$ cat src/rtl/serial_sub_pkg.sv
// State encoding shared by the bit-serial subtractor and anything that observes its FSM.
// Combinational constants only; no latency, no flow control.
package serial_sub_pkg;

    localparam logic [1:0] IDLE  = 2'd0;
    localparam logic [1:0] SHIFT = 2'd1;
    localparam logic [1:0] DONE  = 2'd2;

    typedef enum logic [1:0] {
        ST_IDLE  = IDLE,
        ST_SHIFT = SHIFT,
        ST_DONE  = DONE
    } state_t;

endpackage

$ cat src/rtl/full_subtractor.sv
// One-bit full subtractor: d = a - b - bin, bout set when the bit borrows.
// Purely combinational, zero latency, no flow control.
module full_subtractor (
    input  logic a,
    input  logic b,
    input  logic bin,
    output logic d,
    output logic bout
);

    assign d    = a ^ b ^ bin;
    assign bout = (~a & b) | (~(a ^ b) & bin);

endmodule

$ cat src/rtl/bit_serial_subtractor.sv
// LSB-first serial subtractor: one bit per clock, done pulses N edges after the accepting start edge.
// start is only accepted in IDLE; requests while busy are dropped, not queued.
module bit_serial_subtractor
    import serial_sub_pkg::*;
#(
    parameter int N = 16
) (
    input  logic         clk,
    input  logic         rst,
    input  logic         start,
    input  logic [N-1:0] a,
    input  logic [N-1:0] b,
    input  logic         bin,
    output logic         busy,
    output logic         done,
    output logic [N-1:0] diff,
    output logic         bout
);

    localparam int             CW       = $clog2(N);
    localparam logic [CW-1:0]  CNT_LAST = CW'(N - 1);
    localparam logic [CW-1:0]  CNT_ONE  = CW'(1);

    state_t        state_q, state_d;
    logic [N-1:0]  a_q, a_d;
    logic [N-1:0]  b_q, b_d;
    logic [N-2:0]  res_q, res_d;
    logic [N-1:0]  diff_q, diff_d;
    logic [CW-1:0] cnt_q, cnt_d;
    logic          br_q, br_d;
    logic          bout_q, bout_d;
    logic          busy_q, busy_d;
    logic          done_q, done_d;

    logic          fs_d, fs_bout;
    logic [N-1:0]  res_shift;

    full_subtractor u_fs (
        .a    (a_q[0]),
        .b    (b_q[0]),
        .bin  (br_q),
        .d    (fs_d),
        .bout (fs_bout)
    );

    // The partial result only needs N-1 bits: the final bit goes straight into diff.
    assign res_shift = {fs_d, res_q};

    always_comb begin
        state_d = state_q;
        a_d     = a_q;
        b_d     = b_q;
        res_d   = res_q;
        diff_d  = diff_q;
        cnt_d   = cnt_q;
        br_d    = br_q;
        bout_d  = bout_q;
        busy_d  = busy_q;
        done_d  = 1'b0;

        case (state_q)
            ST_IDLE: begin
                busy_d = 1'b0;
                if (start) begin
                    a_d     = a;
                    b_d     = b;
                    br_d    = bin;
                    cnt_d   = '0;
                    busy_d  = 1'b1;
                    state_d = ST_SHIFT;
                end
            end
            ST_SHIFT: begin
                a_d   = a_q >> 1;
                b_d   = b_q >> 1;
                br_d  = fs_bout;
                res_d = res_shift[N-1:1];
                cnt_d = cnt_q + CNT_ONE;
                if (cnt_q == CNT_LAST) begin
                    diff_d  = res_shift;
                    bout_d  = fs_bout;
                    done_d  = 1'b1;
                    state_d = ST_DONE;
                end
            end
            ST_DONE: begin
                busy_d  = 1'b0;
                state_d = ST_IDLE;
            end
            default: begin
                busy_d  = 1'b0;
                state_d = ST_IDLE;
            end
        endcase
    end

    always_ff @(posedge clk or posedge rst) begin
        if (rst) begin
            state_q <= ST_IDLE;
            a_q     <= '0;
            b_q     <= '0;
            res_q   <= '0;
            diff_q  <= '0;
            cnt_q   <= '0;
            br_q    <= 1'b0;
            bout_q  <= 1'b0;
            busy_q  <= 1'b0;
            done_q  <= 1'b0;
        end else begin
            state_q <= state_d;
            a_q     <= a_d;
            b_q     <= b_d;
            res_q   <= res_d;
            diff_q  <= diff_d;
            cnt_q   <= cnt_d;
            br_q    <= br_d;
            bout_q  <= bout_d;
            busy_q  <= busy_d;
            done_q  <= done_d;
        end
    end

    assign busy = busy_q;
    assign done = done_q;
    assign diff = diff_q;
    assign bout = bout_q;

endmodule
$ cat config.mk
export PLATFORM = sky130hd
export DESIGN_NAME = bit_serial_subtractor
export DESIGN_NICKNAME = d
export VERILOG_FILES = /design/src/rtl/serial_sub_pkg.sv /design/src/rtl/full_subtractor.sv /design/src/rtl/bit_serial_subtractor.sv
export SDC_FILE = /design/constraint.sdc
export NUM_CORES = 1
export LEC_CHECK = 0
export ABC_CLOCK_PERIOD_IN_PS = 2500
export CAP_MARGIN = 20
export CORE_MARGIN = 2
export CORE_UTILIZATION = 30
export CTS_BUF_LIST = sky130_fd_sc_hd__clkbuf_2 sky130_fd_sc_hd__clkbuf_4 sky130_fd_sc_hd__clkbuf_8
export DETAILED_ROUTE_END_ITERATION = 12
export PLACE_DENSITY = 0.54
export SLEW_MARGIN = 20
export SYNTH_ARGS = -nofsm -noshare
export SYNTH_HDL_FRONTEND = slang
export SYNTH_HIERARCHICAL = 1
export SYNTH_SLANG_ARGS = --single-unit
$ cat constraint.sdc
create_clock -name clk -period 2.5 [get_ports clk]
set_input_delay 0.75 -clock clk [delete_from_list [all_inputs] [get_ports clk]]
set_output_delay 0.75 -clock clk [all_outputs]
set_load 0.01 [all_outputs]
==> metrics.yaml, run 1 <==
track_usage: 0.128
end_kind: "output pin"
core.rowCount: 38
antennaDiodeCount: 0
io_pins: 55
worst_ir_drop_on_vdd_mv: 0.403
tightest_hold_check_type: "reg -> reg"
power.density_mw_per_mm2: 1180
crit_chain: "clkdlybuf4s50_1"
holdBufCountCts: 0
slew_violations: 0
num-fill-cells: 1048
synthDominantCellAreaShare: 0.561
clk_transition_reported_paths_ns: 0.09
wl_met1_mm: 3.40
rsz0062_at_grt: "false"
post-cts-setup-buffer-count: 0
final_antenna_net_count: 0
insertion_delay_ns: 0.34
met3_length_um: 312
timing.fmax_mhz: 496
die-height_um: 108
post-dp-hpwl_mm: 4.27
grt_start_max_net_pins: 74
place_congestion: 0.747
synthDominantAreaCellType: "sky130_fd_sc_hd__dfrtp_1"
max_slew.worst_pin.slew_ns: 0.870
root_buffer: "sky130_fd_sc_hd__clkbuf_8"
multi_input_area_sq_mm: 0.00130
postSynthNetCount: 317
final-seq-area_sq_mm: 0.00183
area.growth.synth_to_final_pct: 28.0
timing.slew.headroom: 0.419
portBuffers: 54
final-setup-viol-count: 0
drt_pass1_iterations: 4
via_per_inst: 4.95
initial_core_util: 0.304
buffer_levels_on_the_longest_clock_path: 2
synth.lib_cells_used.distinct: 28
worstPathArrival_ns: 1.27
wl_mm: 6.87
remaining_drc_errors: 0
post_synthesis_mean_instance_area_sq_um: 11.7
seq_area_frac_synth: 0.561
drt-initial-drc-count: 110
num-nets-final: 367
via_count_of_the_first_global_routing_pass: 2350
fin_total_pwr_uw: 4910
netlist_instances: 279
power.leakage_uw: 0.00172
critPathLaunchType: "flip-flop"
cts_htree_levels: 3
tritoncts: "done"
full_die_area_sq_mm: 0.0117
route.top_layer_used: "met4"
core_area_sq_mm: 0.0107
wl_per_cell_um: 14.5
postSynthRegisterBits: 73
grt_overflow: 0
post-route-period-util: 0.806
first_pass_grt_wire_length_mm: 11.7
drive_gt1_frac: 0.177
cp_max_stage_cell: "sky130_fd_sc_hd__clkdlybuf4s50_1"
ctsResizeCount: 0
final.setup_skew_ns: 0.0117
crit_buf_inv: 1
postLayoutSetupSlackWorst_ns: 0.484
number_of_antenna_violations_at_the_first_check_in_global_routing: 0
hold_viol: 0
timing_worst_setup_path_type: "reg -> out"
critical_path_peak_fanout: 2
post-place-ws_ns: 0.238
vias: 2344
run_status: "complete, no violations"
synth.yosys.warnings: 6
critical-path-top-delay-family: "buffers and inverters"
totalNegativeSetupSlack_ns: 0
layout_min_cycle_time_ns: 2.02
cp.required_ns: 1.75
ys_top_cells_by_area: "sky130_fd_sc_hd__dfrtp_1 56%, sky130_fd_sc_hd__mux2_2 8.3%, sky130_fd_sc_hd__a22oi_1 6.7%"
die_w_um: 108
tritoncts_num_sinks: 73
tritoncts.num_buffers: 9
worst_path_largest_cell_delay_ns: 0.54
maxCapViolCount: 0
met2_wirelength_mm: 3.11
synth_area_sq_mm: 0.00326
==> metrics by stage <==
step / instances / cell area (sq um) / utilization / hold slack, ns
after floorplan: 279 / 3260 / - / 0.450
after global placement: 458 / 3940 / 0.369 / 0.464
after detailed placement: 458 / 3940 / 0.369 / 0.474
after CTS: 474 / 4170 / 0.390 / 0.492
after global routing: 474 / 4170 / 0.390 / 0.524
final: 474 / 4170 / 0.390 / 0.493
==> Yosys cell counts <==
master	n
sky130_fd_sc_hd__fa_1	1
sky130_fd_sc_hd__a22o_1	2
sky130_fd_sc_hd__nor2b_1	28
sky130_fd_sc_hd__a21oi_1	30
sky130_fd_sc_hd__inv_1	5
sky130_fd_sc_hd__nand2_1	9
sky130_fd_sc_hd__buf_6	2
sky130_fd_sc_hd__mux2_2	24
sky130_fd_sc_hd__o21ai_0	33
sky130_fd_sc_hd__nand2b_1	1
sky130_fd_sc_hd__and2b_1	1
sky130_fd_sc_hd__and4_4	1
sky130_fd_sc_hd__ha_1	1
sky130_fd_sc_hd__nor2_1	1
sky130_fd_sc_hd__mux2i_1	1
sky130_fd_sc_hd__mux2_4	9
sky130_fd_sc_hd__a22oi_1	29
sky130_fd_sc_hd__buf_8	1
sky130_fd_sc_hd__o21bai_1	1
sky130_fd_sc_hd__and3b_1	2
sky130_fd_sc_hd__nand3_1	1
sky130_fd_sc_hd__clkbuf_1	15
sky130_fd_sc_hd__a41oi_1	1
sky130_fd_sc_hd__dfrtp_1	73
sky130_fd_sc_hd__buf_2	4
sky130_fd_sc_hd__nand4_1	1
sky130_fd_sc_hd__a211oi_1	1
sky130_fd_sc_hd__and4_1	1
==> layout by cell type, fill, tap and decap left out, drive strengths merged, types with 3 or more instances in the layout <==
cell           count
a22oi             29
dfrtp             73
clkdlybuf4s50     54
a21oi             30
inv                5
o21ai             33
buf                7
mux2              33
clkbuf             9
nand2              9
nor2b             28
clkinv             3
==> registers in the layout (all words and copies together), names as in the netlist <==
name     flops
cnt_q        4
diff        16
res_q       15
br_q         1
done         1
b_q         16
a_q         16
busy         1
state_q      2
bout         1
==> cell type report <==
cell class,count,area share
Inverter,5,0.00540
Multi-Input combinational cell,179,0.312
Timing Repair Buffer,61,0.148
Tap cell,140,0.0420
Sequential cell,73,0.438
Clock inverter,7,0.0246
Clock buffer,9,0.0297
==> routing by layer <==
layer | global-route usage | up-vias
met5 | 0 | -
met1 | 0.176 | 1180
met3 | 0.0386 | 6
met4 | 0.0302 | 0
met2 | 0.199 | 58
li1 | - | 1100
==> cells by family after synthesis <==
| group | share of synthesized area |
|---|---|
| AOI/OAI and AO/OA | 0.176 |
| adders and majority gates | 0.00999 |
| buffers and inverters | 0.0407 |
| DFF | 0.561 |
| muxes | 0.128 |
| and+or+nand+nor | 0.0845 |
==> final timing paths <==
kind	from	to	slack, ns	cells after the start
setup reg to reg	state_q[0]$_DFFE_PP0P_	res_q[6]$_DFFE_PP0P_	0.61	3
hold / removal	b_q[5]$_DFFE_PP0P_	b_q[5]$_DFFE_PP0P_	0.49	2
hold reg to reg	b_q[5]$_DFFE_PP0P_	b_q[5]$_DFFE_PP0P_	0.49	2
min in group asynchronous	rst	diff[11]$_DFFE_PP0P_	0.83	3
max in group asynchronous	rst	b_q[4]$_DFFE_PP0P_	1.32	3
setup / recovery	diff[3]$_DFFE_PP0P_	diff[3]	0.48	1
==> report_power, final <==
part | total, uW | internal, uW | switching [uW]
Combinational | 1750 | 1020 | 737
Clock | 1040 | 570 | 471
Sequential | 2120 | 1710 | 405
No activity file was read; power rests on OpenSTA's default activity.
==> run 2, diff against run 1 <==
--- a/config.mk
+++ b/config.mk
@@ -5,7 +5,7 @@
 export SDC_FILE = /design/constraint.sdc
 export NUM_CORES = 1
 export LEC_CHECK = 0
-export ABC_CLOCK_PERIOD_IN_PS = 2500
+export ABC_CLOCK_PERIOD_IN_PS = 1850
 export CAP_MARGIN = 20
 export CORE_MARGIN = 2
 export CORE_UTILIZATION = 30
==> constraint.sdc (replaced) <==
create_clock -name clk -period 1.85 [get_ports clk]
set_input_delay 0.555 -clock clk [delete_from_list [all_inputs] [get_ports clk]]
set_output_delay 0.555 -clock clk [all_outputs]
set_load 0.01 [all_outputs]
==> metrics.yaml, run 2 (same netlist as run 1, synthesis figures left out) <==
run_status: "complete, no violations"  # unchanged
drive_gt1_frac: 0.182  # was 0.177
post-place-ws_ns: -0.0864  # was 0.238 ns
cp_max_stage_cell: "sky130_fd_sc_hd__clkdlybuf4s50_1"  # unchanged
final_antenna_net_count: 0  # unchanged
timing_worst_setup_path_type: "reg -> out"  # unchanged
power.leakage_uw: 0.00187  # was 0.00172 uW
max_slew.worst_pin.slew_ns: 0.521  # was 0.870 ns
multi_input_area_sq_mm: 0.00130  # unchanged
timing.fmax_mhz: 556
first_pass_grt_wire_length_mm: 11.2  # was 11.7 mm
critPathLaunchType: "flip-flop"  # unchanged
post-route-period-util: 0.972
tritoncts: "done"  # unchanged
holdBufCountCts: 0  # unchanged
num-fill-cells: 1059  # was 1,048
cts_htree_levels: 3  # unchanged
rsz0062_at_grt: "false"  # unchanged
final.setup_skew_ns: 0.00658  # was 0.0117 ns
num-nets-final: 369  # was 367
wl_per_cell_um: 14.3  # was 14.5 um
tightest_hold_check_type: "reg -> reg"  # unchanged
via_per_inst: 4.88  # was 4.95
crit_buf_inv: 1  # unchanged
maxCapViolCount: 0  # unchanged
drt-initial-drc-count: 108  # was 110
core.rowCount: 38  # unchanged
postLayoutSetupSlackWorst_ns: 0.0513  # was 0.484 ns
full_die_area_sq_mm: 0.0117  # unchanged
place.detailed.instances: 460  # was 458
hold_viol: 0  # unchanged
remaining_drc_errors: 0  # unchanged
post-dp-hpwl_mm: 4.13  # was 4.27 mm
tritoncts.num_buffers: 9  # unchanged
grt_start_max_net_pins: 74  # unchanged
worstPathArrival_ns: 1.24  # was 1.27 ns
die-height_um: 108  # unchanged
io_pins: 55  # unchanged
final-seq-area_sq_mm: 0.00183  # unchanged
track_usage: 0.123  # was 0.128
worst_path_largest_cell_delay_ns: 0.54  # about the same
power.density_mw_per_mm2: 1550  # was 1180 mW/mm^2
grt_overflow: 0  # unchanged
end_kind: "output pin"  # unchanged
tritoncts_num_sinks: 73  # unchanged
area.growth.synth_to_final_pct: 28.6  # was 28.0%
cp.required_ns: 1.29  # was 1.75 ns
via_count_of_the_first_global_routing_pass: 2271  # was 2,350
antennaDiodeCount: 0  # unchanged
clk_transition_reported_paths_ns: 0.08  # was 0.09 ns
mostFrequentLayoutCells: "73 x sky130_fd_sc_hd__dfrtp_1, 42 x sky130_fd_sc_hd__clkdlybuf4s50_1, 33 x sky130_fd_sc_hd__o21ai_0, 30 x sky130_fd_sc_hd__a21oi_1, 29 x sky130_fd_sc_hd__a22oi_1"  # was 73 x sky130_fd_sc_hd__dfrtp_1, 54 x sky130_fd_sc_hd__clkdlybuf4s50_1, 33 x sky130_fd_sc_hd__o21ai_0, 30 x sky130_fd_sc_hd__a21oi_1, 29 x sky130_fd_sc_hd__a22oi_1
place_congestion: 0.721  # was 0.747
wl_mm: 6.81  # was 6.87 mm
insertion_delay_ns: 0.34  # about the same
post_layout_nonfiller_instances: 476  # was 474
layout_min_cycle_time_ns: 1.80
vias: 2324  # was 2,344
layout_commonest_cell: "sky130_fd_sc_hd__dfrtp_1"  # unchanged
drt_pass1_iterations: 4  # unchanged
core_area_sq_mm: 0.0107  # unchanged
slew_violations: 0  # unchanged
buffer_levels_on_the_longest_clock_path: 2  # unchanged
portBuffers: 54  # unchanged
critical_path_peak_fanout: 2  # unchanged
number_of_antenna_violations_at_the_first_check_in_global_routing: 0  # unchanged
final-setup-viol-count: 0  # unchanged
root_buffer: "sky130_fd_sc_hd__clkbuf_8"  # unchanged
initial_core_util: 0.304  # unchanged
worst_ir_drop_on_vdd_mv: 0.690  # was 0.403 mV
critical-path-top-delay-family: "buffers and inverters"  # unchanged
die_w_um: 108  # unchanged
timing.slew.headroom: 0.653  # was 0.419
crit_chain: "clkdlybuf4s50_1"  # unchanged
[run 2: cell count changes in the layout (fill, tap and decap cells not counted)]
cell,before,now
sky130_fd_sc_hd__clkdlybuf4s50_1,54,42
sky130_fd_sc_hd__dlymetal6s2s_1,0,12
sky130_fd_sc_hd__buf_4,5,7
sky130_fd_sc_hd__bufinv_16,2,1
sky130_fd_sc_hd__clkinv_2,0,1
sky130_fd_sc_hd__clkinv_4,3,2
sky130_fd_sc_hd__inv_6,1,2
[run 2: power by group]
part | internal (uW) | leakage [uW] | switching (uW) | total [uW]
sequential | 2320 | 0.000920 | 477 | 2790
combinational | 1350 | 0.000845 | 1050 | 2410
clock | 635 | 0.000100 | 643 | 1280
total | 4310 | 0.00187 | 2170 | 6480
[run 2: layout make-up]
| cell class | count | share of cell area |
|---|---|---|
| flip-flops and latches | 73 | 0.436 |
| multi-input cells | 179 | 0.310 |
| well taps | 140 | 0.0418 |
| repair buffers | 63 | 0.158 |
| inverters | 5 | 0.00538 |
| clock buffers | 9 | 0.0296 |
| clock inverters | 7 | 0.0185 |
[run 2: through the flow]
step | TNS [ns] | utilization | instance area [sq um] | hold slack, ns | power (uW)
floorplan | 0 | - | 3260 | 0.450 | 4440
global placement | -0.0777 | 0.370 | 3960 | 0.463 | 5230
detailed placement | -1.34 | 0.370 | 3960 | 0.473 | 5300
CTS | 0 | 0.389 | 4160 | 0.492 | 6610
global route | 0 | 0.392 | 4190 | 0.529 | 6970
finish | 0 | 0.392 | 4190 | 0.486 | 6480
[run 2: path summary, 6_finish.rpt]
check | slack (ns) | cells past startpoint | endpoint | start
max in group asynchronous | 0.88 | 3 | b_q[14]$_DFFE_PP0P_ | rst
setup reg to reg | 0.24 | 3 | diff[11]$_DFFE_PP0P_ | cnt_q[0]$_DFFE_PP0P_
min in group asynchronous | 0.65 | 3 | diff[11]$_DFFE_PP0P_ | rst
hold reg to reg | 0.49 | 2 | b_q[5]$_DFFE_PP0P_ | b_q[5]$_DFFE_PP0P_
hold / removal | 0.49 | 2 | b_q[5]$_DFFE_PP0P_ | b_q[5]$_DFFE_PP0P_
setup / recovery | 0.05 | 1 | diff[2] | diff[2]$_DFFE_PP0P_
[run 2: what timing repair did]
item,CTS,global route
setup endpoints to repair,0,12
endpoints found under the hold margin,0,0
resized for setup,0,12
setup buffers,0,0
[run 2: routing by layer]
metal	up-vias	wire length, um	track usage
li1	1102	-	-
met1	1144	3280	0.166
met2	71	3050	0.187
met3	7	414	0.0392
met4	0	73	0.0385
met5	-	0	0
==> run 3, diff against run 2 <==
--- a/config.mk
+++ b/config.mk
@@ -11,7 +11,7 @@
 export CORE_UTILIZATION = 30
 export CTS_BUF_LIST = sky130_fd_sc_hd__clkbuf_2 sky130_fd_sc_hd__clkbuf_4 sky130_fd_sc_hd__clkbuf_8
 export DETAILED_ROUTE_END_ITERATION = 12
-export PLACE_DENSITY = 0.54
+export PLACE_DENSITY = 0.62
 export SLEW_MARGIN = 20
 export SYNTH_ARGS = -nofsm -noshare
 export SYNTH_HDL_FRONTEND = slang
==> metrics.yaml, run 3 (same netlist as run 1, synthesis figures left out) <==
run_status: "complete, no violations"  # unchanged
use_met2: 0.202  # was 0.187
reg2reg_from: "cnt_q[1]$_DFFE_PP0P_"  # was cnt_q[0]$_DFFE_PP0P_
full_die_area_sq_mm: 0.0117  # unchanged
p_seq_frac: 0.439  # was 0.431
grtUsageMet3: 0.0524  # was 0.0392
critPathLaunchType: "flip-flop"  # unchanged
tightest_hold_check_type: "reg -> reg"  # unchanged
timing.rr.end: "diff[14]$_DFFE_PP0P_"  # was diff[11]$_DFFE_PP0P_
post_layout_nonfiller_instances: 479  # was 476
insertion_delay_ns: 0.34  # about the same
maxCapViolCount: 0  # unchanged
place_congestion: 0.716  # was 0.721
power.density_mw_per_mm2: 1520  # was 1550 mW/mm^2
first_pass_grt_wire_length_mm: 11.6  # was 11.2 mm
die-height_um: 108  # unchanged
grt-busiest-layer: "met2"  # unchanged
max_slew.worst_pin.slew_ns: 0.503  # was 0.521 ns
timing_worst_setup_path_type: "reg -> out"  # unchanged
slew_violations: 0  # unchanged
final.setup_skew_ns: 0.00566  # was 0.00658 ns
drt-initial-drc-count: 125  # was 108
worst-r2r-cell-count: 3  # unchanged
crit_cells: 1  # unchanged
p_clk_frac: 0.177  # was 0.197
power_switching_share: 0.322  # was 0.335
cp_max_stage_cell: "sky130_fd_sc_hd__clkdlybuf4s50_1"  # unchanged
worst_ir_drop_on_vdd_mv: 0.679  # was 0.690 mV
wl_per_cell_um: 14.1  # was 14.3 um
die_w_um: 108  # unchanged
crit_chain: "clkdlybuf4s50_1"  # unchanged
final-setup-viol-count: 0  # unchanged
root_buffer: "sky130_fd_sc_hd__clkbuf_8"  # unchanged
area.growth.synth_to_final_pct: 28.2  # was 28.6%
tritoncts.num_buffers: 9  # unchanged
via_count_of_the_first_global_routing_pass: 2316  # was 2,271
via_per_inst: 4.92  # was 4.88
rsz0062_at_grt: "false"  # unchanged
drt_pass1_iterations: 4  # unchanged
track_usage: 0.129  # was 0.123
grt_overflow: 0  # unchanged
layout_commonest_cell: "sky130_fd_sc_hd__dfrtp_1"  # unchanged
end_kind: "output pin"  # unchanged
grt_util_met1: 0.163  # was 0.166
post-dp-hpwl_mm: 4.51  # was 4.13 mm
initial_core_util: 0.304  # unchanged
post-cts-setup-buffer-count: 0  # unchanged
grt_start_max_net_pins: 48  # was 74
power.internal_uw: 4310  # about the same
worstPathArrival_ns: 1.24  # about the same
final_antenna_net_count: 0  # unchanged
place.detailed.instances: 465  # was 460
vias: 2356  # was 2,324
clk_transition_reported_paths_ns: 0.07  # was 0.08 ns
timing.critical_path.from: "diff[15]$_DFFE_PP0P_"  # was diff[2]$_DFFE_PP0P_
number_of_antenna_violations_at_the_first_check_in_global_routing: 0  # unchanged
critical-path-top-delay-family: "buffers and inverters"  # unchanged
netSwitchingPower_uw: 2050  # was 2170 uW
cts_htree_levels: 3  # unchanged
io_pins: 55  # unchanged
mostFrequentLayoutCells: "73 x sky130_fd_sc_hd__dfrtp_1, 46 x sky130_fd_sc_hd__clkdlybuf4s50_1, 33 x sky130_fd_sc_hd__o21ai_0, 30 x sky130_fd_sc_hd__a21oi_1, 29 x sky130_fd_sc_hd__a22oi_1"  # was 73 x sky130_fd_sc_hd__dfrtp_1, 42 x sky130_fd_sc_hd__clkdlybuf4s50_1, 33 x sky130_fd_sc_hd__o21ai_0, 30 x sky130_fd_sc_hd__a21oi_1, 29 x sky130_fd_sc_hd__a22oi_1
power_frac_comb: 0.384  # was 0.371
post-route-period-util: 0.968  # was 0.972
num-nets-final: 374  # was 369
buffer_levels_on_the_longest_clock_path: 2  # unchanged
core_area_sq_mm: 0.0107  # unchanged
tritoncts: "done"  # unchanged
postLayoutSetupSlackWorst_ns: 0.0596  # was 0.0513 ns
core.rowCount: 38  # unchanged
worst_path_largest_cell_delay_ns: 0.55  # was 0.54 ns
timing.slew.headroom: 0.665  # was 0.653
post-place-ws_ns: -0.0673  # was -0.0864 ns
holdBufCountCts: 0  # unchanged
hold_viol: 0  # unchanged
power.leakage_uw: 0.00183  # was 0.00187 uW
ff2ff_setup_slack_ns: 0.24  # about the same
wl_mm: 6.76  # was 6.81 mm
timing.fmax_mhz: 559  # was 556 MHz
remaining_drc_errors: 0  # unchanged
crit_buf_inv: 1  # unchanged
antennaDiodeCount: 0  # unchanged
layout_min_cycle_time_ns: 1.79  # was 1.80 ns
cp-endpoint: "diff[15]"  # was diff[2]
cp.required_ns: 1.29  # about the same
tritoncts_num_sinks: 73  # unchanged
drive_gt1_frac: 0.189  # was 0.182
critical_path_peak_fanout: 2  # unchanged
portBuffers: 54  # unchanged
## run 3: cell count changes in the layout (fill, tap and decap cells not counted), moves of 2 or more
| cell | change |
|---|---|
| sky130_fd_sc_hd__clkbuf_8 | +2 |
| sky130_fd_sc_hd__dlymetal6s2s_1 | -4 |
| sky130_fd_sc_hd__clkbuf_4 | +3 |
| sky130_fd_sc_hd__buf_4 | +6 |
| sky130_fd_sc_hd__clkdlybuf4s50_1 | +4 |
| sky130_fd_sc_hd__clkinv_4 | -2 |
| sky130_fd_sc_hd__inv_6 | -2 |
## run 3: timing repair
action | CTS | global route
endpoints found under the hold margin | 0 | 0
setup endpoints to repair | 0 | 8
resized for setup | 0 | 8
## run 3: per-stage QoR
| step | util | power [uW] | instance area (sq um) | TNS [ns] | hold slack (ns) |
|---|---|---|---|---|---|
| 5_1_grt | 0.390 | 6860 | 4180 | 0 | 0.519 |
| 3_5_place_dp | 0.372 | 5330 | 3980 | -0.445 | 0.480 |
| 4_1_cts | 0.389 | 6480 | 4160 | 0 | 0.496 |
| 6_report | 0.390 | 6350 | 4180 | 0 | 0.483 |
| 2_1_floorplan | - | 4440 | 3260 | 0 | 0.450 |
| 3_3_place_gp | 0.372 | 5240 | 3980 | -0.0256 | 0.464 |
## run 3: area by class of cell
| class | instances | area (sq um) |
|---|---|---|
| clock buffers | 14 | 174 |
| fillers | 1049 | 6520 |
| inverters | 5 | 22.5 |
| multi-input cells | 179 | 1300 |
| flip-flops and latches | 73 | 1830 |
| well taps | 140 | 175 |
| repair buffers | 68 | 678 |
## run 3: worst min path at each step
| stage | depth (start not counted) | start | slack (ns) | endpoint |
|---|---|---|---|---|
| 3_3_place_gp | 2 | b_q[1]$_DFFE_PP0P_ | 0.46 | b_q[1]$_DFFE_PP0P_ |
| 5_1_grt | 2 | b_q[3]$_DFFE_PP0P_ | 0.52 | b_q[3]$_DFFE_PP0P_ |
| 3_5_place_dp | 2 | b_q[1]$_DFFE_PP0P_ | 0.48 | b_q[1]$_DFFE_PP0P_ |
| 4_1_cts | 2 | b_q[1]$_DFFE_PP0P_ | 0.50 | b_q[1]$_DFFE_PP0P_ |
| 6_report | 2 | b_q[1]$_DFFE_PP0P_ | 0.48 | b_q[1]$_DFFE_PP0P_ |
| 2_1_floorplan | 2 | b_q[0]$_DFFE_PP0P_ | 0.45 | b_q[0]$_DFFE_PP0P_ |
## run 3: metal layers
metal | up-vias | wire length (um)
li1 | 1111 | -
met1 | 1178 | 3120
met2 | 61 | 3190
met3 | 6 | 375
met4 | 0 | 70
met5 | - | 0
## run 3: tightest hold or removal path: cells and delay by family, from the launching register on
kind | cells | cell delay [ns]
DFF | 1 | 0.35
AOI/OAI and AO/OA | 1 | 0.06
and+or+nand+nor | 1 | 0.05
## run 3: power by group through the flow
stage	Combinational, uW	Clock [uW]	Sequential (uW)
floorplan	1640	0	2790
global placement	2440	0	2810
detailed placement	2500	0	2830
CTS	2500	1180	2800
global route	2710	1250	2900
finish	2440	1120	2790
